### src/rtl/seg7_scan_ctrl.sv
// Time-multiplexed scan controller for NDIG seven-segment digits sharing one decoder.
// Walks digits 0..NDIG-1 with optional all-dark guard cycles between slots, applies
// per-digit and leading-zero blanking, and swaps in new values only at frame boundaries.
module seg7_scan_ctrl #(
    parameter int NDIG  = 4,
    parameter int DWELL = 16,
    parameter int GUARD = 2,
    parameter int LZB   = 1
) (
    input  logic                   clk,
    input  logic                   rst,
    input  logic                   load,
    input  logic [4*NDIG-1:0]      value,
    input  logic [NDIG-1:0]        blank_mask,
    output logic [3:0]             hex,
    output logic [NDIG-1:0]        digit_en,
    output logic                   frame_done,
    output logic                   pending
);

    localparam int CMAX = (DWELL > GUARD) ? DWELL : GUARD;
    localparam int CW   = ($clog2(CMAX) > 0) ? $clog2(CMAX) : 1;
    localparam int IW   = $clog2(NDIG);

    localparam logic [CW-1:0] DLAST = CW'(DWELL - 1);
    localparam logic [CW-1:0] GLAST = CW'((GUARD > 0) ? GUARD - 1 : 0);
    localparam logic [IW-1:0] ILAST = IW'(NDIG - 1);

    typedef enum logic {ST_GUARD, ST_SHOW} state_t;

    // With no guard cycles the scanner lives permanently in SHOW.
    localparam state_t ST_INIT  = (GUARD > 0) ? ST_GUARD : ST_SHOW;
    localparam state_t ST_AFTER = (GUARD > 0) ? ST_GUARD : ST_SHOW;

    state_t              state, nstate;
    logic [IW-1:0]       idx, nidx;
    logic [CW-1:0]       cnt, ncnt;
    logic [4*NDIG-1:0]   shadow, active, nactive;
    logic [NDIG-1:0]     shadow_mask, active_mask, nmask;
    logic                wrap, npend, nblank;

    // Digit i is dark when masked, or (with LZB) when it and every higher nibble are zero.
    // Digit 0 is never zero-blanked so an all-zero value still shows a single "0".
    function automatic logic is_blank(input logic [4*NDIG-1:0] v,
                                      input logic [NDIG-1:0]   m,
                                      input logic [IW-1:0]     i);
        logic z;
        logic b;
        z = 1'b1;
        b = m[i];
        for (int k = NDIG - 1; k >= 1; k--) begin
            z = z & (v[4*k +: 4] == 4'h0);
            if ((LZB != 0) && (k == int'(i)) && z)
                b = 1'b1;
        end
        return b;
    endfunction

    // Next-state decode: slot sequencing, frame-boundary buffer swap and load capture.
    always_comb begin
        nstate = state;
        nidx   = idx;
        ncnt   = cnt + CW'(1);
        wrap   = (state == ST_SHOW) && (idx == ILAST) && (cnt == DLAST);
        case (state)
            ST_GUARD: begin
                if (cnt == GLAST) begin
                    nstate = ST_SHOW;
                    ncnt   = '0;
                end
            end
            default: begin
                if (cnt == DLAST) begin
                    nstate = ST_AFTER;
                    ncnt   = '0;
                    nidx   = (idx == ILAST) ? '0 : idx + IW'(1);
                end
            end
        endcase
        nactive = (wrap && pending) ? shadow      : active;
        nmask   = (wrap && pending) ? shadow_mask : active_mask;
        // A load on the wrap edge lands in shadow after the old shadow was promoted.
        npend   = load ? 1'b1 : (wrap ? 1'b0 : pending);
        nblank  = is_blank(nactive, nmask, nidx);
    end

    // Scan FSM with registered outputs derived from the next state, so no input reaches an output.
    always_ff @(posedge clk or posedge rst) begin
        if (rst) begin
            state       <= ST_INIT;
            idx         <= '0;
            cnt         <= '0;
            shadow      <= '0;
            shadow_mask <= '0;
            active      <= '0;
            active_mask <= '0;
            pending     <= 1'b0;
            hex         <= 4'h0;
            digit_en    <= '0;
            frame_done  <= 1'b0;
        end else begin
            state       <= nstate;
            idx         <= nidx;
            cnt         <= ncnt;
            active      <= nactive;
            active_mask <= nmask;
            pending     <= npend;
            if (load) begin
                shadow      <= value;
                shadow_mask <= blank_mask;
            end
            if (nstate == ST_SHOW) begin
                hex      <= nactive[4*nidx +: 4];
                digit_en <= nblank ? '0 : (NDIG'(1) << nidx);
            end else begin
                digit_en <= '0;
            end
            frame_done <= (nstate == ST_SHOW) && (nidx == ILAST) && (ncnt == DLAST);
        end
    end

endmodule

### config.mk
export PLATFORM = sky130hd
export DESIGN_NAME = seg7_scan_ctrl
export DESIGN_NICKNAME = d
export VERILOG_FILES = /design/src/rtl/seg7_scan_ctrl.sv
export SDC_FILE = /design/constraint.sdc
export NUM_CORES = 1
export LEC_CHECK = 0
export CAP_MARGIN = 10
export CORE_AREA = 5 5 77 96
export CTS_CLUSTER_SIZE = 20
export DETAILED_ROUTE_END_ITERATION = 8
export DIE_AREA = 0 0 82 101
export DONT_BUFFER_PORTS = 1
export PLACE_DENSITY = 0.6
export SLEW_MARGIN = 30
export SYNTH_ARGS = -nofsm -noshare
export SYNTH_HDL_FRONTEND = slang
export SYNTH_SLANG_ARGS = --single-unit
### constraint.sdc
create_clock -name clk -period 3.9 [get_ports clk]
set_input_delay 0.39 -clock clk [delete_from_list [all_inputs] [get_ports clk]]
set_output_delay 0.39 -clock clk [all_outputs]
set_load 0.03 [all_outputs]
== Word level (Yosys, flattened, before mapping) ==
Cells that the tools add are included.
Storage, ports and cells
  flip-flop bits (word level): 57
  bits in latches: 0
  memory bits (writable): 0
  bits in read-only memories: 0
  input bits: 23
  output and inout bits: 10
  logic and storage cells: 58
  memories: 0
Cells by class
  $add $sub $neg: 2
  $mul: 0
  div/mod/pow operators: 0
  magnitude comparators: 1
  eq/ne operators: 8
  shifts and indexed selects: 2
  multiplexer cells: 20
  bitwise logic cells: 2
  reductions and logical operators: 12
Operators with widths (number)
  two-way mux 4 bit: 6
  two-way mux 16 bit: 1
  indexed part select 16 x 5 -> 4 bit: 1
  logical NOT 4 bit: 3
  two-way mux 1 bit: 9
  equality test 4 bit, second input constant: 2
  logical AND 1 bit: 8
  two-way mux 2 bit: 3
  adder 4 x 1 -> 4 bit, second input constant: 1
  equality test 2 bit, first input constant: 2
  equality test 2 bit, second input constant: 2
  equality test 4 x 1 -> 1 bit, second input constant: 1
  << shifter 1 x 2 -> 4 bit, first input constant: 1
  less-than comparator 2 x 3 -> 1 bit, second input constant: 1
  adder 2 x 1 -> 2 bit, second input constant: 1
  bitwise AND 1 bit: 2
  binary-select mux 1 bit (select 2 bit): 1
  equality test 1 x 2 -> 1 bit, first input constant: 1
  nonzero test 2 bit: 1

== Depth between registers and ports, before layout ==
Gate-level depths: netlist of run 1.
  word-level depth: 12
  depth in mapped cells: 9
  mapped depth without buffers: 7

== Worst setup path before layout of run 1 ==
No wires, ideal clock.
  path kind: reg-to-reg
  from: register cnt[0]
  to: register digit_en[1]
  setup time: 0.087 ns
  arrival: 2.005 ns
  data required time: 3.813 ns
  path slack: 1.808 ns
  cell stages (with the launch flop): 9
  buffers on the path: 2
  clock period less this slack: 2.092 ns
  cells stage by stage: dfrtp_1 ha_1 and4_1 buf_6 and3_4 buf_6 mux2_4 mux2_4 a211oi_2
Between the ends
  word-level cells in the longest chain between the ends: 11
  elaborated cells between the ends (all ways): 30
  those cells by class: eq/ne (5); shift (1); mux (14); bitwise (2); reduce/logical (8)
Ends and longest elaborated chain
  from (decl): line 37  | logic [CW-1:0] cnt, ncnt;
  from (signal assigned): line 104  | cnt <= ncnt;
  equality test 4 bit: line 64  | wrap = (state == ST_SHOW) && (idx == ILAST) && (cnt == DLAST);
  logical AND 1 bit: line 64
  logical AND 1 bit: line 81  | nmask = (wrap && pending) ? shadow_mask : active_mask;
  two-way mux 4 bit: line 81
  named net nmask[0]: line 39  | logic [NDIG-1:0] shadow_mask, active_mask, nmask;
  binary-select mux 1 bit (select 2 bit): line 50  | b = m[i];
  two-way mux 1 bit (not written as such): line 50
  two-way mux 1 bit (3 in series): line 53  | if ((LZB != 0) && (k == int'(i)) && z)
  two-way mux 4 bit: line 114  | digit_en <= nblank ? '0 : (NDIG'(1) << nidx);
  two-way mux 4 bit: line 112  | if (nstate == ST_SHOW) begin
  to (signal assigned): line 114
  to (decl): line 16  | output logic [NDIG-1:0] digit_en,
The timed path passes the listed nets, and every way through them passes these cells. The select of a mux whose other input is x is not followed.
A chain may end at the register's enable or synchronous reset.

== Worst setup path after layout of run 1 ==
Ends and elaborated chain as after synthesis.

==> run_results.csv, run 1 <==
group,metric,value,unit
status,status,"complete, no violations",
sta,post-route-period-util,0.600,
placement,hpwl,3290,um
critical_path,cp_slowest_cell,"and3_4",
clock_network,clockBufferDepth,2,
critical_path,critPathLaunchType,"flop",
clock_network,clock_latency,330,ps
placement,numPortBuffers,0,
power,power.density,449,nW/um2
clock_network,clk_pin_slew,70,ps
floorplan,start_util,0.381,
critical_path,cp-end-kind,"flop",
drt,drcViolationCount,0,
finish,multi_input_area,918,um2
critical_path,crit_path_frequent_cell,"mux2_4",
finish,syn2layout_area_growth,11.5,%
global_routing,grt_pass1_wl,7620,um
sta,rsz0062_at_grt,"false",
min_path,hold_path_class,"input pin to asynchronous set/reset pin",
finish,seq_area,1430,um2
synth,yosys_warnings,0,
synth,synth_edf_count,0,
placement,placed_cells,273,
floorplan,io_pins,33,
clock_network,cts.hold.buffers_added,0,
drt,vias_per_cell,4.96,
clock_network,ctsHtreeMaxLevel,3,
global_routing,use_met3,0.0483,
global_routing,antenna_found_initial,0,
clock_network,cts-root-buf,"clkbuf_8",
critical_path,critPathArrivalTime,2580,ps
synth,synth_area_leaders,"dfrtp_1 (58%), mux2_2 (14%), mux2i_1 (3.3%)",
clock_network,tritoncts,"yes",
critical_path,path_class,"flop to flop",
sta,relSlewSlack,0.534,
synth,async_flop_share,1.00,
sta,whs,132,ps
global_routing,grt_use_met1,0.143,
clock_network,numCtsBuffers,9,
drt,drt_iter0_markers,60,
global_routing,grt_start_max_net_pins,58,
floorplan,dieHeight,101,um
sta,worst_slew_pin_slew,699,ps
power,power_leakage,0.00127,uW
synth,ys_types,33,
clock_network,post_cts_buffers,0,
global_routing,grt_pass1_vias,1568,
global_routing,overflow,0,
floorplan,die_area,8280,um2
sta,skew,7.86,ps
synth,syn_nets,217,
finish,antenna_cells,0,
finish,nets,223,
global_routing,grt.total_usage,0.127,
critical_path,crit_chain,"ha_1 > and4_1 > and3_4 > mux2_4 > mux2_4 > a211oi_2",
drt,vias,1433,
floorplan,die_w,82,um
finish,drive_above_1_share,0.282,
power,total_power,1230,uW
sta,final-hold-violation-count,0,
synth,ys_ff_latch,57,
critical_path,cpPeakStageDelay,450,ps
critical_path,crit_required,4140,ps
synth,mappedNetlistArea,2450,um2
floorplan,rows,33,
sta,drv_slew,0,
drt,wl_per_cell,15.8,um
synth,yosysSeqAreaShare,0.582,
synth,synthCells,191,
synth,syn_area_per_cell,12.8,um2
placement,postPlaceCellArea,2520,um2
drt,ant_nets,0,
critical_path,worstPathMaxFanout,28,
finish,nFillCells,616,
synth,yosysMostFrequentCell,"dfrtp_1",
finish,postLayoutCellArea,2730,um2
placement,place_congestion,0.788,
sta,fin_crit,2340,ps
sta,fin_setup_tns,0,ps
sta,setup_viol,0,
finish,stdcell_count,289,
global_routing,top_usage_layer,"met2",
flow_run,maxCapViolations,0,
drt,wirelength,4580,um
floorplan,core_area,6440,um2
global_routing,met2_usage,0.194,
clock_network,cts_resized,0,
drt,first_pass_iters,4,
synth,synth_top_cell_area_share,0.582,
sta,fmax,427,MHz
synth,synthTopCellsByCount,"dfrtp_1 (57), mux2_2 (30), inv_1 (15), nand2_1 (15), o21ai_0 (11)",
synth,synth_top_area_cell,"dfrtp_1",
clock_network,clock-sinks,57,
synth,synth_ff_type,"dfrtp_1",
power,ir_drop,0.162,mV
-- sequential cells by signal, indices dropped and copies added (netlist names) --
register     flops
hex              4
active_mask      4
digit_en         4
cnt              4
active          16
shadow          16
idx              2
frame_done       1
pending          1
shadow_mask      4
state            1
-- report_power, final --
| group | total [uW] | internal, uW | switching, uW | leakage [uW] |
|---|---|---|---|---|
| logic | 36.1 | 20.2 | 15.8 | 0.000441 |
| registers | 627 | 613 | 14.5 | 0.000721 |
| clock network | 564 | 347 | 217 | 0.000107 |
-- final cells by class --
cell class | instances | share of cell area
Clock inverter | 2 | 0.0128
Tap cell | 87 | 0.0398
Timing Repair Buffer | 2 | 0.00549
Clock buffer | 14 | 0.0632
Multi-Input combinational cell | 112 | 0.336
Inverter | 15 | 0.0206
Sequential cell | 57 | 0.522
-- cells by family after synthesis --
kind of cell	count (synthesis)	synth area share
AOI/OAI and AO/OA	32	0.0980
xor gates and xnor gates	1	0.00357
adders and majority gates	3	0.0153
buffers and inverters	22	0.0434
DFF	57	0.582
muxes	41	0.188
and+or+nand+nor	35	0.0694
-- layout by cell type, fill, tap and decap left out, drive strengths merged, types with 2 or more instances in the layout --
cell,Yosys,layout
nand3,2,2
o21ai,11,11
mux2,32,32
mux2i,9,9
inv,15,15
a21o,2,2
buf,4,2
nand2,15,15
clkbuf,3,14
nor2,6,6
nor4,5,5
dfrtp,57,57
ha,3,3
nor3,2,2
o221ai,4,4
o22a,4,4
o21ba,4,4
-- worst paths after layout --
kind                            slack [ps]            from  depth (start not counted)        endpoint
max in group asynchronous             3300             rst                          2           state
worst max-delay path                  1560          cnt[0]                          6     digit_en[1]
worst min-delay path                   130             rst                          2       active[6]
worst min register to register         470  active_mask[2]                          2  active_mask[2]
worst max register to register        1560          cnt[0]                          6     digit_en[1]
min in group clk                       170            load                          1         pending
-- layer usage --
metal  vias up  part of all wire
met4         0             0.032
met1       701              0.41
met5         -                 0
met3        10             0.055
li1        693                 -
met2        29              0.50
-- worst max-delay path: cells and delay by family (launching register included) --
family	cells	cell delay (ps)
AOI/OAI and AO/OA	1	200
adders and majority gates	1	240
DFF	1	410
muxes	2	620
and+or+nand+nor	2	770
-- through the flow --
step	utilization	setup WS [ps]
3_5_place_dp	0.392	1560
6_report	0.424	1560
4_1_cts	0.424	1540
5_1_grt	0.424	1420
3_3_place_gp	0.392	1610
2_1_floorplan	-	1810
(Power assumes the default switching activity.)
==> run 2, diff against run 1 <==
--- a/config.mk
+++ b/config.mk
@@ -11,7 +11,7 @@
 export DETAILED_ROUTE_END_ITERATION = 8
 export DIE_AREA = 0 0 82 101
 export DONT_BUFFER_PORTS = 1
-export PLACE_DENSITY = 0.6
+export PLACE_DENSITY = 0.62
 export SLEW_MARGIN = 30
 export SYNTH_ARGS = -nofsm -noshare
 export SYNTH_HDL_FRONTEND = slang
==> constraint.sdc (replaced) <==
create_clock -name clk -period 2 [get_ports clk]
set_input_delay 0.2 -clock clk [delete_from_list [all_inputs] [get_ports clk]]
set_output_delay 0.2 -clock clk [all_outputs]
set_load 0.03 [all_outputs]
==> run 2 against run 1 <==
  * Worst setup slack lost 1500 ps
  * Final area grew 12%
  * Clock power grew 81%
  * Clock skew grew 1.1 ps
  * Critical path type unchanged
  * Worst hold slack lost 120 ps
  * Highest routed layer unchanged
  * Wire length grew 7.9%
  * Via count grew 11%
  * Count of clock-buffer cells in the layout is the same
  * Maximum frequency grew 22%
  * Critical path depth grew 1
  * Cell count grew 12%
  * Combinational power grew to 2.8 times the previous value
==> run_results.csv, run 2 (same netlist as run 1, synthesis figures left out) <==
group,metric,value,unit
status,status,"complete, no violations",
sta,setup_slack,89.2,ps
power,power.density,764,nW/um2
floorplan,die_w,82,um
floorplan,die_area,8280,um2
drt,vias,1595,
global_routing,grt_pass1_vias,1669,
drt,wl_per_cell,15.3,um
sta,final-hold-violation-count,0,
floorplan,dieHeight,101,um
sta,whs,16.6,ps
power,power_leakage,0.00143,uW
finish,nets,257,
sta,worst_slew_pin_slew,552,ps
finish,nFillCells,609,
drt,first_pass_iters,4,
sta,fin_setup_tns,0,ps
drt,ant_nets,0,
sta,post-route-period-util,0.955,
floorplan,start_util,0.381,
global_routing,grt.total_usage,0.134,
finish,antenna_cells,0,
drt,drt_iter0_markers,68,
global_routing,grt_pass1_wl,8220,um
clock_network,cts-root-buf,"clkbuf_8",
drt,vias_per_cell,4.94,
finish,syn2layout_area_growth,25.3,%
finish,layout_commonest_cell,"dfrtp_1",
critical_path,critPathArrivalTime,2140,ps
clock_network,numCtsBuffers,9,
sta,fmax,523,MHz
power,netSwitchingPower,509,uW
sta,drv_slew,0,
clock_network,tritoncts,"yes",
finish,drive_above_1_share,0.343,
power,switching_share,0.217,
drt,wirelength,4940,um
sta,relSlewSlack,0.630,
placement,hpwl,3470,um
critical_path,critPathLaunchType,"flop",
clock_network,clock_latency,340,ps
clock_network,clk_pin_slew,60,ps
power,combPwrFrac,0.042,
drt,drcViolationCount,0,
floorplan,io_pins,33,
placement,post-place-ws,20.2,ps
sta,fin_crit,1910,ps
finish,largestRegisters,"active x16, shadow x16",
global_routing,overflow,0,
clock_network,clock-sinks,57,
finish,final_cell_mix,"dfrtp_1 (57), mux2_2 (29), buf_4 (18)",
power,intPower,1840,uW
global_routing,antenna_found_initial,0,
critical_path,path_class,"flop to flop",
clock_network,post_cts_buffers,0,
floorplan,core_area,6440,um2
critical_path,crit_required,2230,ps
power,total_power,2350,uW
power,ir_drop,0.495,mV
min_path,hold_path_class,"input pin to flop",
placement,numPortBuffers,0,
critical_path,cp-end-kind,"flop",
critical_path,worstPathMaxFanout,6,
placement,place_congestion,0.813,
clock_network,clockBufferDepth,2,
sta,skew,8.97,ps
flow_run,maxCapViolations,0,
floorplan,rows,33,
power,pwr-share-seq,0.521,
clock_network,ctsHtreeMaxLevel,3,
sta,rsz0062_at_grt,"true",
sta,setup_viol,0,
global_routing,grt_start_max_net_pins,35,
power,pwr-share-clk,0.436,
-- run 2: area by class of cell --
cell class | count | area (um2) | share of cell area
clock buffer | 14 | 183 | 0.0595
inverter | 15 | 56.3 | 0.0183
tap | 87 | 109 | 0.0354
timing repair buffer | 35 | 315 | 0.103
sequential | 57 | 1430 | 0.464
clock inverter | 2 | 10.0 | 0.00326
multi-input combinational | 113 | 972 | 0.316
-- run 2: timing repair --
item                       4_1_cts  5_1_grt
pin swaps                        1        4
setup endpoints to repair        1        8
hold endpoints to repair        37        1
hold buffers                    15        1
cloned                           1        0
resized for setup                3        6
-- run 2: power groups by stage --
stage	sequential [uW]	combinational [uW]	clock (uW)
floorplan	1230	67.5	0
global placement	1240	75.0	0
detailed placement	1240	77.5	0
CTS	1220	101	1050
global route	1230	111	1100
finish	1220	99.4	1020
-- run 2: final timing paths --
kind,from,end,slack [ps],depth (start not counted)
min in group asynchronous,rst,shadow_mask[2],360,2
min,value[9],shadow[9],20,1
max,cnt[1],hex[3],90,7
max reg2reg,cnt[1],hex[3],90,7
min reg2reg,active[3],active[3],490,2
max in group asynchronous,rst,active[13],1080,3
-- run 2: metal layers --
layer	track usage	up-vias	share of wire
li1	-	764	-
met1	0.164	784	0.45
met2	0.202	31	0.47
met3	0.0492	16	0.052
met4	0.0742	0	0.025
met5	0	-	0
-- run 2: critical path, stage by stage, from the launching register on --
cell	delay, ps
dfrtp_1	350
ha_2	180
and4_4	270
and3_4	260
buf_4	160
mux2i_1	240
o221ai_1	160
o22a_1	180
-- run 2: metrics by stage --
step | cell area, um2 | cells | util
floorplan | 2460 | 191 | -
global placement | 2670 | 290 | 0.415
detailed placement | 2670 | 290 | 0.415
CTS | 3040 | 322 | 0.471
global route | 3070 | 323 | 0.477
finish | 3070 | 323 | 0.477
